==> config.mk <==
export PLATFORM = sky130hd
export DESIGN_NAME = car_sequencer
export DESIGN_NICKNAME = d
export VERILOG_FILES = /design/src/rtl/car_sequencer.sv
export SDC_FILE = /design/constraint.sdc
export NUM_CORES = 1
export LEC_CHECK = 0
export ABC_CLOCK_PERIOD_IN_PS = 2700
export CAP_MARGIN = 25
export CELL_PAD_IN_SITES_DETAIL_PLACEMENT = 0
export CELL_PAD_IN_SITES_GLOBAL_PLACEMENT = 2
export CORE_AREA = 3 3 78 80
export CTS_CLUSTER_SIZE = 8
export DETAILED_ROUTE_END_ITERATION = 7
export DIE_AREA = 0 0 81 83
export PLACE_DENSITY = 0.82
export SYNTH_ARGS = -nofsm -noshare
export SYNTH_HDL_FRONTEND = slang
export SYNTH_SLANG_ARGS = --single-unit
==> constraint.sdc <==
create_clock -name MCLK -period 2.7 [get_ports MCLK]
set_clock_uncertainty 0.2 [all_clocks]
set_input_delay 0.54 -clock MCLK [delete_from_list [all_inputs] [get_ports MCLK]]
set_output_delay 0.54 -clock MCLK [all_outputs]
set_load 0.05 [all_outputs]
==> src/rtl/car_sequencer.sv <==
// car_sequencer: one-entry prefetch buffer feeding a micro-step expander that
// turns each MSP430 instruction word into its ordered series of CAR step codes.

module car_sequencer #(
  parameter int CAR_BITS = 5,
  parameter bit TRAP_EN  = 1'b1
) (
  input  logic                MCLK,
  input  logic                RST_n,
  input  logic [15:0]         IW,
  input  logic                IW_valid,
  output logic                IW_ready,
  output logic [CAR_BITS-1:0] CAR,
  output logic                CAR_valid,
  output logic                LAST,
  input  logic                STEP_ready,
  output logic                ILLEGAL,
  output logic                BUSY
);

  typedef enum logic {S_IDLE, S_RUN} state_e;

  typedef enum logic [3:0] {
    STEP_NONE     = 4'd0,
    FETCH_SRC_EXT = 4'd1,
    READ_SRC      = 4'd2,
    FETCH_DST_EXT = 4'd3,
    READ_DST      = 4'd4,
    EXEC          = 4'd5,
    WRITE_DST     = 4'd6,
    PUSH_SP       = 4'd7,
    POP_SR        = 4'd8,
    POP_PC        = 4'd9,
    JUMP          = 4'd10,
    TRAP          = 4'd15
  } step_e;

  // One bit per step kind; bit order is execution order, so the lowest set
  // bit is always the step currently presented on CAR.
  typedef logic [10:0] mask_t;
  localparam int M_FSX   = 0;
  localparam int M_RSRC  = 1;
  localparam int M_FDX   = 2;
  localparam int M_RDST  = 3;
  localparam int M_EXEC  = 4;
  localparam int M_WDST  = 5;
  localparam int M_PUSH  = 6;
  localparam int M_POPSR = 7;
  localparam int M_POPPC = 8;
  localparam int M_JUMP  = 9;
  localparam int M_TRAP  = 10;

  typedef struct packed {
    mask_t steps;
    logic  illegal;
  } decode_t;

  function automatic decode_t decode(input logic [15:0] iw);
    decode_t    d;
    logic [3:0] opc;
    logic [3:0] src;
    logic [2:0] op2;
    logic [1:0] as_mode;
    logic       is_jump, is_fmt1, is_fmt2, is_reti, ext_src, rd_src;
    opc     = iw[15:12];
    op2     = iw[9:7];
    as_mode = iw[5:4];
    is_jump = (iw[15:13] == 3'b001);
    is_fmt1 = (opc >= 4'h4);
    is_fmt2 = (opc == 4'h1) && (iw[11:10] == 2'b00) && (op2 != 3'd7);
    is_reti = is_fmt2 && (op2 == 3'd6);
    src     = is_fmt1 ? iw[11:8] : iw[3:0];
    // Constant-generator registers (R3, R2 in modes 10/11) and immediates never read memory
    ext_src = ((as_mode == 2'b01) && (src != 4'd3)) || ((as_mode == 2'b11) && (src == 4'd0));
    rd_src  = (as_mode != 2'b00) && (src != 4'd3) && !((src == 4'd2) && as_mode[1])
              && !((src == 4'd0) && (as_mode == 2'b11));
    d = '0;
    if (is_jump) begin
      d.steps[M_JUMP] = 1'b1;
    end else if (is_reti) begin
      d.steps[M_POPSR] = 1'b1;
      d.steps[M_POPPC] = 1'b1;
    end else if (is_fmt1 || is_fmt2) begin
      d.steps[M_FSX]  = ext_src;
      d.steps[M_RSRC] = rd_src;
      d.steps[M_EXEC] = 1'b1;
      if (is_fmt1) begin
        d.steps[M_FDX]  = iw[7];
        d.steps[M_RDST] = iw[7] && (opc != 4'h4);
        d.steps[M_WDST] = iw[7] && (opc != 4'h9) && (opc != 4'hB);
      end else begin
        d.steps[M_WDST] = !op2[2] && (as_mode != 2'b00);
        d.steps[M_PUSH] = (op2 == 3'd4) || (op2 == 3'd5);
      end
    end else begin
      d.illegal       = 1'b1;
      d.steps[M_TRAP] = TRAP_EN;
    end
    return d;
  endfunction

  function automatic step_e first_step(input mask_t m);
    step_e s;
    s = STEP_NONE;
    for (int i = M_TRAP; i >= 0; i--) begin
      if (m[i]) s = (i == M_TRAP) ? TRAP : step_e'(4'(i + 1));
    end
    return s;
  endfunction

  state_e              state_q, state_d;
  mask_t               mask_q, mask_d;
  logic [15:0]         buf_q, buf_d;
  logic                buf_full_q, buf_full_d;
  logic [CAR_BITS-1:0] car_q;
  logic                car_valid_q, last_q, illegal_q;
  decode_t             dec;
  logic                step_fire, load;

  always_comb begin
    // NOTE: every signal written here gets a default first, so no path can infer a latch.
    dec        = decode(buf_q);
    step_fire  = car_valid_q && STEP_ready;
    load       = buf_full_q && ((state_q == S_IDLE) || (step_fire && last_q));
    mask_d     = mask_q;
    buf_d      = buf_q;
    buf_full_d = buf_full_q;
    if (load) begin
      mask_d = dec.steps;
    end else if (step_fire) begin
      mask_d = mask_q & (mask_q - mask_t'(1));
    end
    state_d = (mask_d != '0) ? S_RUN : S_IDLE;
    if (load) buf_full_d = 1'b0;
    if (IW_valid && !buf_full_q) begin
      buf_d      = IW;
      buf_full_d = 1'b1;
    end
  end

  always_ff @(posedge MCLK or negedge RST_n) begin
    // NOTE: non-blocking assignments so every register samples pre-edge values.
    if (!RST_n) begin
      state_q     <= S_IDLE;
      mask_q      <= '0;
      buf_full_q  <= 1'b0;
      car_q       <= '0;
      car_valid_q <= 1'b0;
      last_q      <= 1'b0;
      illegal_q   <= 1'b0;
    end else begin
      state_q     <= state_d;
      mask_q      <= mask_d;
      buf_full_q  <= buf_full_d;
      car_q       <= CAR_BITS'(first_step(mask_d));
      car_valid_q <= (mask_d != '0);
      last_q      <= (mask_d != '0) && ((mask_d & (mask_d - mask_t'(1))) == '0);
      illegal_q   <= load && dec.illegal;
    end
  end

  // NOTE: the buffer data word has no reset; it is only ever read while buf_full_q is set.
  always_ff @(posedge MCLK) begin
    buf_q <= buf_d;
  end

  assign IW_ready  = !buf_full_q;
  assign CAR       = car_q;
  assign CAR_valid = car_valid_q;
  assign LAST      = last_q;
  assign ILLEGAL   = illegal_q;
  assign BUSY      = buf_full_q || car_valid_q;

endmodule

After elaboration in Yosys (flattened, before gate mapping). Index checks and enable logic that the tools add are counted.

Bits in registers: 36. Input bits: 20. Word-level logic and storage cells: 89.

Add/subtract/negate cells: 2. Magnitude comparators: 1. Equal/unequal tests: 13. Muxes and demuxes: 28. Bitwise operators: 3. Reductions and logical operators: 34.

Operators by type and width (number): $mux W4 (12); $and A11 B11 Y11 (2); $mux W11 (2); $sub A11 B1 Y11 const B (2); $logic_and A1 B1 Y1 (19); $logic_not A11 Y1 (1); $reduce_bool A11 Y1 (1); $mux W10 (1); $eq A3 B3 Y1 const B (3); $mux W1 (9); $mux W8 (1); $ne A4 B4 Y1 const B (2); $mux W7 (1); $logic_or A1 B1 Y1 (5); $eq A4 B1 Y1 const B (1); $eq A4 B2 Y1 const B (1); $ge A4 B3 Y1 const B (1); $logic_not A1 Y1 (4); $logic_not A4 Y1 (1); $mux W2 (2); $ne A4 B2 Y1 const B (1); $ne A4 B3 Y1 const B (1); $reduce_bool A2 Y1 (2); $eq A3 B1 Y1 const B (1); 5 further kinds (5).

Logic depth before layout (Yosys ltp). Gate-level depths: netlist of run 1.

Depth after elaboration: 22. Depth in mapped cells: 9. Depth with buffers taken out: 8.

Worst setup path before layout of run 1. Ideal clock, no wire load.

Kind: register -> register. Start point: register car_valid_q, in the netlist CAR_valid. End point: register last_q, in the netlist LAST. Arrival: 2.263 ns. Path slack: 0.150 ns. Stages on the path, launching flop included: 9. Path buffers: 1. Clock period less this slack: 2.550 ns. Path through: dfrtp_1 > a21boi_2 > nor2_1 > buf_6 > a31oi_1 > nand2_1 > o41ai_2 > nand4_1 > a211oi_2.

Longest elaborated chain between the ends: 9.

RTL lines: from (decl) (RTL line 116) `logic car_valid_q, last_q, illegal_q;`; from (signal assigned) (RTL line 156) `car_valid_q <= (mask_d != '0);`; $logic_and A1 B1 Y1 (*) (RTL line 123) `step_fire = car_valid_q && STEP_ready;`; $logic_and A1 B1 Y1 (RTL line 124) `load = buf_full_q && ((state_q == S_IDLE) || (step_fire && last_q));`; $logic_or A1 B1 Y1 (RTL line 124); $logic_and A1 B1 Y1 (RTL line 124); $mux W11 (*) (RTL line 128) `if (load) begin`; $sub A11 B1 Y11 (RTL line 157) `last_q <= (mask_d != '0) && ((mask_d & (mask_d - mask_t'(1))) == '0);`; $and A11 B11 Y11 (RTL line 157); $logic_not A11 Y1 (RTL line 157); $logic_and A1 B1 Y1 (*) (RTL line 157); to (signal assigned) (RTL line 157); to (decl) (RTL line 116).

Every way passes the cells marked *; elsewhere a longest branch is shown, timed or not. A chain may end at the register's enable or synchronous reset.

Worst setup path after layout of run 1.
Start point: register buf_q[15]. End point: register last_q, in the netlist LAST.

Longest elaborated chain between the ends: 15.

RTL lines: from (decl) (RTL line 113) `logic [15:0] buf_q, buf_d;`; from (signal assigned) (RTL line 164) `buf_q <= buf_d;`; $ge A4 B3 Y1 (RTL line 69) `is_fmt1 = (opc >= 4'h4);`; $mux W4 (RTL line 72) `src = is_fmt1 ? iw[11:8] : iw[3:0];`; $eq A4 B2 Y1 (RTL line 75) `rd_src = (as_mode != 2'b00) && (src != 4'd3) && !((src == 4'd2) && as_mode[1])`; $logic_and A1 B1 Y1 (RTL line 75); $logic_not A1 Y1 (RTL line 75); $logic_and A1 B1 Y1 (RTL line 75); $logic_and A1 B1 Y1 (RTL line 76) `&& !((src == 4'd0) && (as_mode == 2'b11));`; $mux W7 (RTL line 83) `end else if (is_fmt1 || is_fmt2) begin`; $mux W8 (RTL line 80) `end else if (is_reti) begin`; $mux W10 (RTL line 78) `if (is_jump) begin`; $mux W11 (*) (RTL line 128); $sub A11 B1 Y11 (RTL line 157); $and A11 B11 Y11 (RTL line 157); $logic_not A11 Y1 (RTL line 157); $logic_and A1 B1 Y1 (*) (RTL line 157).

Marked as above.

==> tab_implementation.tex, run 1 <==
\begin{tabular}{lr}
\hline
Metric & Value \\
\hline
\multicolumn{2}{l}{\textbf{Critical path}} \\
Crit Reg-Reg Endpoint & LAST \\
Reg2Reg Setup Slack & 0.13 ns \\
Crit path from & buf\_q[15] \\
Required time at the endpoint of the critical path & 2.70 ns \\
Cell count of the worst reg-to-reg path & 8 \\
Maximum fanout along the worst path & 10 \\
Worst Setup EP & LAST \\
Worst setup SP type & flop \\
Reg2Reg Launch Point & buf\_q[15] \\
Start-to-end type of the worst setup path & flop to flop \\
Capturing element type of the critical path & flop \\
WP data arrival & 2.57 ns \\
\multicolumn{2}{l}{\textbf{Power and ir drop}} \\
Tot Pwr & 3.04 mW \\
Static power due to leakage & 1.08 nW \\
Largest vdd supply drop & 0.768 mV \\
P per Cell Area & 1160 nW/um\^{}2 \\
\multicolumn{2}{l}{\textbf{Min path}} \\
Hold WC Path Type & input port to async pin \\
\multicolumn{2}{l}{\textbf{Yosys}} \\
Post-Synth Adder-Cell Area & 0\% \\
Gate count after technology mapping & 174 \\
Portion of netlist area occupied by mux cells & 1.22\% \\
Proportion of synthesized chip area in sequential cells & 50.0\% \\
Distinct cell type count of the synthesized netlist & 55 \\
Number of enable-type register cells in the synthesized netlist & 15 \\
Library cell occupying the most area in the post-synthesis netlist & sky130\_fd\_sc\_hd\_\_dfrtp\_1 \\
Area fraction in compound gates after synthesis & 24.5\% \\
Post-Syn Nets & 194 \\
Synthesized-area fraction occupied by xor and xnor cells & 0\% \\
Async S/R FF share, synth & 55.9\% \\
Largest family of logic cells by synthesized area & compound AO/OA/AOI/OAI gates \\
Synthesized area & 1850 um\^{}2 \\
Main flop type after synthesis & sky130\_fd\_sc\_hd\_\_dfrtp\_1 \\
Post-synthesis simple-gate area fraction & 21.0\% \\
Yosys warns & 0 \\
Main area contributors after synthesis & sky130\_fd\_sc\_hd\_\_dfrtp\_1 26\%, sky130\_fd\_sc\_hd\_\_edfxtp\_1 24\%, sky130\_fd\_sc\_hd\_\_o21ai\_0 3.2\%, sky130\_fd\_sc\_hd\_\_nor2\_1 2.6\%, sky130\_fd\_sc\_hd\_\_nand2\_1 2.0\% \\
Flop and latch count out of synthesis & 34 \\
Per-instance average area after synthesis & 10.6 um\^{}2 \\
Area share of the largest cell type after synthesis & 25.7\% \\
\multicolumn{2}{l}{\textbf{STA}} \\
Max-slew headroom & 66.7\% \\
Total count of hold-check failures in the final report & 0 \\
Measured slew at the worst slew-check pin & 0.498 ns \\
Highest clock rate & 389 MHz \\
Post-route setup slack & 0.128 ns \\
Final worst path period share & 95.3\% \\
Final number of max-transition violations & 0 \\
Endpoints failing setup & 0 \\
Setup repair after global routing missed its margin & no \\
Fin crit period & 2.57 ns \\
\multicolumn{2}{l}{\textbf{Clocking}} \\
Clock Tree Buf Depth & 2 \\
H-tree levels & 2 \\
CTS Buf Count & 5 \\
TritonCTS clock tree & done \\
Clock latency on the worst-skew pair & 0.29 ns \\
Clock edge transition at the registers on the reported setup and hold paths & 0.08 ns \\
\# hold bufs at CTS & 0 \\
Total number of clock tree sinks & 34 \\
Buffer cell driving the clock tree root & sky130\_fd\_sc\_hd\_\_clkbuf\_8 \\
\multicolumn{2}{l}{\textbf{Placement}} \\
Input/output buffers & 27 \\
HPWL reported at the end of detailed placement & 3850 um \\
Pre-CTS setup slack & -0.470 ns \\
Placed cells & 308 \\
Final RePlAce weighted congestion & 0.877 \\
\multicolumn{2}{l}{\textbf{GRT}} \\
Maximum number of pins on one net before global-route repair & 20 \\
Initial antenna violation count & 0 \\
Global-route usage over all layers & 15.6\% \\
Global-route wire length before repair & 8090 um \\
Sum of overflow across all layers after global routing & 0 \\
Via count of the first global-routing pass & 1,594 \\
\multicolumn{2}{l}{\textbf{Routing}} \\
DRT iter0 DRCs & 88 \\
Number of vias per cell after detailed routing & 5.21 \\
Aggregate routed wire length & 4880 um \\
Drt first pass iters & 4 \\
Post-detailed-route DRC marker count & 0 \\
Wire per inst & 15.4 um \\
Total number of vias & 1,650 \\
Antenna Violating Nets Remaining & 0 \\
\multicolumn{2}{l}{\textbf{Status}} \\
Outcome & completed \\
\multicolumn{2}{l}{\textbf{Floorplanning}} \\
IO Pins & 30 \\
Starting utilization of the core area & 33.8\% \\
Floorplan Core Area & 5470 um\^{}2 \\
Die Outline Area & 6720 um\^{}2 \\
Die Y-Extent & 83 um \\
Site row count & 27 \\
Die Width & 81 um \\
\multicolumn{2}{l}{\textbf{Finish}} \\
Share of post-route cells with drive strength above 1 & 26.5\% \\
Final core area utilization & 47.8\% \\
Number of antenna cells inserted & 0 \\
Net count, final & 264 \\
Final Instance Count excl. Fillers & 317 \\
Layout Area Growth over Synthesis & 41.4\% \\
\multicolumn{2}{l}{\textbf{Run}} \\
Max-Cap Viols & 0 \\
\hline
\end{tabular}
==> metal layers <==
| metal | track usage, % | part of all wire [%] | up-vias |
|---|---|---|---|
| met5 | 0 | 0 | - |
| met2 | 23.4 | 47 | 37 |
| met3 | 3.04 | 4.0 | 5 |
| li1 | - | - | 817 |
| met4 | 4.61 | 1.0 | 0 |
| met1 | 22.5 | 48 | 791 |
==> metrics by stage <==
step	TNS [ns]	hold WS [ns]	area, um^2
2_1_floorplan	0	0.0444	1850
3_3_place_gp	-1.39	0.412	2470
3_5_place_dp	-1.77	0.435	2470
4_1_cts	0	0.389	2580
5_1_grt	0	0.415	2620
6_report	0	0.381	2620
==> area by class of cell <==
type / instances / area (um^2)
fill: 519 / 2860
sequential: 34 / 927
multi-input combinational: 128 / 890
timing repair buffer: 66 / 563
tap: 72 / 90.1
clock buffer: 5 / 68.8
clock inverter: 3 / 45.0
inverter: 9 / 33.8
==> cell families (layout without fill, tap and decap cells) <==
| group | count (synthesis) | count (layout) |
|---|---|---|
| compound gates | 58 | 58 |
| buf+inv | 12 | 83 |
| flops | 34 | 34 |
| mux | 1 | 1 |
| other cells | 1 | 1 |
| simple gates | 68 | 68 |
==> sequential cells by signal (all words and copies together), names as in the netlist <==
register,flops
CAR,4
CAR_valid,1
ILLEGAL,1
LAST,1
buf_full_q,1
buf_q,15
mask_q,11
==> what timing repair did <==
item	in CTS	in global routing
pin swaps	1	0
endpoints found under the setup margin	2	1
buffers inserted	0	1
gates resized for setup	1	4
==> synthesized netlist by cell type, types with 3 or more instances <==
cell	count
sky130_fd_sc_hd__a21o_1	3
sky130_fd_sc_hd__o21a_1	3
sky130_fd_sc_hd__o21ai_0	12
sky130_fd_sc_hd__or3b_1	3
sky130_fd_sc_hd__or4_1	3
sky130_fd_sc_hd__a21boi_0	3
sky130_fd_sc_hd__nor2_1	13
sky130_fd_sc_hd__a31oi_1	4
sky130_fd_sc_hd__nor4_1	4
sky130_fd_sc_hd__a21oi_1	7
sky130_fd_sc_hd__edfxtp_1	15
sky130_fd_sc_hd__nand2_1	10
sky130_fd_sc_hd__inv_1	9
sky130_fd_sc_hd__nand4_1	5
sky130_fd_sc_hd__and2_1	3
sky130_fd_sc_hd__o21bai_1	3
sky130_fd_sc_hd__nand3_1	5
sky130_fd_sc_hd__dfrtp_1	19
sky130_fd_sc_hd__nor3_1	7
sky130_fd_sc_hd__nand2b_1	4
==> critical path: stages, from the launching register on <==
cell and delay [ns]:
sky130_fd_sc_hd__edfxtp_1 0.51, sky130_fd_sc_hd__or4_1 0.55, sky130_fd_sc_hd__o31a_1 0.17, sky130_fd_sc_hd__nor2_1 0.13, sky130_fd_sc_hd__o21ai_1 0.07, sky130_fd_sc_hd__buf_4 0.17, sky130_fd_sc_hd__o41ai_2 0.27, sky130_fd_sc_hd__nand4_1 0.18
sky130_fd_sc_hd__a211oi_2 0.24
==> power breakdown <==
| group | total [mW] | leakage (nW) | switching [mW] | internal (mW) |
|---|---|---|---|---|
| logic | 1.74 | 0.644 | 0.925 | 0.814 |
| registers | 0.826 | 0.385 | 0.123 | 0.703 |
| clock network | 0.476 | 0.0504 | 0.201 | 0.275 |
| total | 3.04 | 1.08 | 1.25 | 1.79 |
==> placed cells by master (no fill, tap or decap), drive strengths merged, types with 7 or more instances in the layout <==
master         netlist  routed
nor2                13      13
nor3                 7       7
edfxtp              15      15
dfrtp               19      19
clkdlybuf4s50        0      26
nand2               10      10
inv                  9       9
buf                  3      39
a21oi                8       8
o21ai               14      14
==> worst min path at each step <==
stage	from	end	slack, ns	cells after the start
after floorplan	RST_n	CAR[0]	0.04	0
after global placement	buf_full_q	buf_full_q	0.41	2
after detailed placement	buf_full_q	buf_full_q	0.43	2
after CTS	RST_n	buf_full_q	0.39	2
after global routing	RST_n	buf_full_q	0.42	2
final	RST_n	buf_full_q	0.38	2
Power figures use the tool's default switching activity.
==> run 2, diff against run 1 <==
- PLACE_DENSITY: 0.82 -> 0.84
==> run 2 against run 1 <==
Net effect:
- die area stayed put
- flip-flop and latch count unchanged
- first-iteration DRC count down 2.3%
- non-clock buffer count is 12 higher
- fmax grew 1.3%
- count of clock-buffer cells in the layout stayed put
- sequential power decreased by 0.5%
- clock power fell by 19%
- sequential share of layout area shrank 1.2 points
- register-to-register slack improved by 0.06 ns
- critical path type is now flop to primary output
- largest power group unchanged
==> tab_implementation.tex, run 2 (synthesis gave the netlist of run 1 again) <==
\begin{tabular}{lr}
\hline
Metric & Value \\
\hline
\multicolumn{2}{l}{\textbf{Placement}} \\
Final RePlAce weighted congestion & 0.899 (was 0.877) \\
Placed instance area & 2510 um\^{}2 (was 2470 um\^{}2) \\
Pre-CTS setup slack & -0.310 ns (was -0.470 ns) \\
HPWL reported at the end of detailed placement & 3620 um (was 3850 um) \\
Input/output buffers & 27 (unchanged) \\
\multicolumn{2}{l}{\textbf{Clocking}} \\
TritonCTS clock tree & done (unchanged) \\
\# hold bufs at CTS & 0 (unchanged) \\
Clock edge transition at the registers on the reported setup and hold paths & 0.08 ns (about the same) \\
Total number of clock tree sinks & 34 (unchanged) \\
Buffer cell driving the clock tree root & sky130\_fd\_sc\_hd\_\_clkbuf\_8 (unchanged) \\
H-tree levels & 2 (unchanged) \\
Clock Tree Buf Depth & 2 (unchanged) \\
Clock latency on the worst-skew pair & 0.29 ns (about the same) \\
CTS Buf Count & 5 (unchanged) \\
\multicolumn{2}{l}{\textbf{STA}} \\
Measured slew at the worst slew-check pin & 0.498 ns (about the same) \\
Final number of max-transition violations & 0 (unchanged) \\
Endpoints failing setup & 0 (unchanged) \\
Total count of hold-check failures in the final report & 0 (unchanged) \\
WHS & 0.385 ns (was 0.381 ns) \\
Highest clock rate & 394 MHz (was 389 MHz) \\
Max-slew headroom & 66.7\% (about the same) \\
Post-route setup slack & 0.160 ns (was 0.128 ns) \\
Final worst path period share & 94.1\% (was 95.3\%) \\
Fin crit period & 2.54 ns (was 2.57 ns) \\
\multicolumn{2}{l}{\textbf{Floorplanning}} \\
Starting utilization of the core area & 33.8\% (unchanged) \\
Site row count & 27 (unchanged) \\
IO Pins & 30 (unchanged) \\
Die Outline Area & 6720 um\^{}2 (unchanged) \\
Die Width & 81 um (unchanged) \\
Die Y-Extent & 83 um (unchanged) \\
Floorplan Core Area & 5470 um\^{}2 (unchanged) \\
\multicolumn{2}{l}{\textbf{Routing}} \\
Total number of vias & 1,690 (was 1,650) \\
Aggregate routed wire length & 4920 um (was 4880 um) \\
DRT iter0 DRCs & 86 (was 88) \\
Wire per inst & 15.0 um (was 15.4 um) \\
Antenna Violating Nets Remaining & 0 (unchanged) \\
Drt first pass iters & 4 (unchanged) \\
Post-detailed-route DRC marker count & 0 (unchanged) \\
Number of vias per cell after detailed routing & 5.14 (was 5.21) \\
\multicolumn{2}{l}{\textbf{GRT}} \\
Initial antenna violation count & 0 (unchanged) \\
Via count of the first global-routing pass & 1,631 (was 1,594) \\
Maximum number of pins on one net before global-route repair & 20 (unchanged) \\
Global-route usage over all layers & 15.7\% (was 15.6\%) \\
Sum of overflow across all layers after global routing & 0 (unchanged) \\
Global-route wire length before repair & 8100 um (was 8090 um) \\
\multicolumn{2}{l}{\textbf{Run}} \\
Max-Cap Viols & 0 (unchanged) \\
\multicolumn{2}{l}{\textbf{Finish}} \\
Number of antenna cells inserted & 0 (unchanged) \\
Most frequent cells in the layout & 48 x sky130\_fd\_sc\_hd\_\_buf\_4, 26 x sky130\_fd\_sc\_hd\_\_clkdlybuf4s50\_1, 19 x sky130\_fd\_sc\_hd\_\_dfrtp\_1 (was 39 x sky130\_fd\_sc\_hd\_\_buf\_4, 26 x sky130\_fd\_sc\_hd\_\_clkdlybuf4s50\_1, 18 x sky130\_fd\_sc\_hd\_\_dfrtp\_1) \\
Layout Area Growth over Synthesis & 46.1\% (was 41.4\%) \\
Design area & 2700 um\^{}2 (was 2620 um\^{}2) \\
Leading cell type in the layout, fill and taps excluded & sky130\_fd\_sc\_hd\_\_buf\_4 (unchanged) \\
Fillers & 534 (was 519) \\
Reg with most FFs & buf\_q (unchanged) \\
Share of post-route cells with drive strength above 1 & 31.1\% (was 26.5\%) \\
Number of flip-flops under the largest register name & 15 (unchanged) \\
Net count, final & 276 (was 264) \\
\multicolumn{2}{l}{\textbf{Power and ir drop}} \\
Tot Pwr & 3.09 mW (was 3.04 mW) \\
Largest vdd supply drop & 0.533 mV (was 0.768 mV) \\
Static power due to leakage & 1.14 nW (was 1.08 nW) \\
P per Cell Area & 1140 nW/um\^{}2 (was 1160 nW/um\^{}2) \\
\multicolumn{2}{l}{\textbf{Critical path}} \\
Cell count of the worst reg-to-reg path & 11 (was 8) \\
Required time at the endpoint of the critical path & 1.96 ns (was 2.70 ns) \\
Reg2Reg Launch Point & mask\_q[0] (was buf\_q[15]) \\
Maximum fanout along the worst path & 8 (was 10) \\
Crit Reg-Reg Endpoint & LAST (unchanged) \\
WP data arrival & 1.80 ns (was 2.57 ns) \\
Worst setup SP type & flop (unchanged) \\
Start-to-end type of the worst setup path & flop to primary output (was flop to flop) \\
Reg2Reg Setup Slack & 0.19 ns (was 0.13 ns) \\
Capturing element type of the critical path & primary output (was flop) \\
\multicolumn{2}{l}{\textbf{Min path}} \\
Hold WC Path Type & input port to async pin (unchanged) \\
\multicolumn{2}{l}{\textbf{Status}} \\
Outcome & completed (unchanged) \\
\hline
\end{tabular}
==> run 2: changes by cell type in the layout (fill, tap and decap cells not counted), sizes merged <==
cell	previous run	this run
clkinvlp	2	1
dlygate4sd2	0	1
inv	9	10
clkbuf	5	7
clkdlybuf4s15	1	0
clkinv	0	1
bufinv	1	0
buf	39	49
==> run 2: worst max-delay path by stage <==
stage          slack (ns)     end  startpoint  depth (start not counted)
2_1_floorplan        0.15    LAST   CAR_valid                          8
3_3_place_gp        -0.28  CAR[1]  STEP_ready                         11
3_5_place_dp        -0.31    LAST  STEP_ready                         11
4_1_cts              0.14    LAST   buf_q[14]                          8
5_1_grt            -0.004    LAST   mask_q[0]                          9
6_report             0.16    BUSY  buf_full_q                          3
==> run 2: per-stage QoR <==
step / util, % / instances / TNS [ns]
5_1_grt: 49.4 / 329 / -0.00432
4_1_cts: 48.5 / 325 / 0
6_report: 49.4 / 329 / 0
3_3_place_gp: 45.9 / 313 / -1.18
3_5_place_dp: 45.9 / 313 / -1.12
2_1_floorplan: - / 174 / 0
==> run 2: timing repair <==
item	4_1_cts	5_1_grt
gates cloned	0	0
pin swaps	4	0
endpoints found under the setup margin	1	1
setup buffers	4	4
resized for setup	7	3
==> run 2: worst max-delay path: stages, from the launching register on <==
cell and delay [ns]:
sky130_fd_sc_hd__dfrtp_1 0.38, sky130_fd_sc_hd__buf_4 0.16, sky130_fd_sc_hd__or2_2 0.27, sky130_fd_sc_hd__clkdlybuf4s50_1 0.70
==> run 2: cell type report <==
| type | instances | area, um^2 | share of cell area (%) |
|---|---|---|---|
| clock buffers | 5 | 68.8 | 2.55 |
| multi-input cells | 128 | 915 | 33.8 |
| inverters | 9 | 33.8 | 1.25 |
| flip-flops and latches | 34 | 926 | 34.2 |
| well taps | 72 | 90.1 | 3.33 |
| repair buffers | 78 | 651 | 24.1 |
| clock inverters | 3 | 20.0 | 0.740 |
==> run 2: layer usage <==
layer | vias up | share of wire, % | GRT usage [%]
met4 | 0 | 0.63 | 6.30
met5 | - | 0 | 0
met3 | 2 | 3.4 | 2.06
met2 | 29 | 46 | 23.1
li1 | 843 | - | -
met1 | 816 | 50 | 22.9
==> run 2: power by group <==
part           switching, mW  internal (mW)  total, mW
clock network          0.203          0.181      0.384
logic                  0.968          0.917       1.88
registers              0.120          0.702      0.822
total                   1.29           1.80       3.09
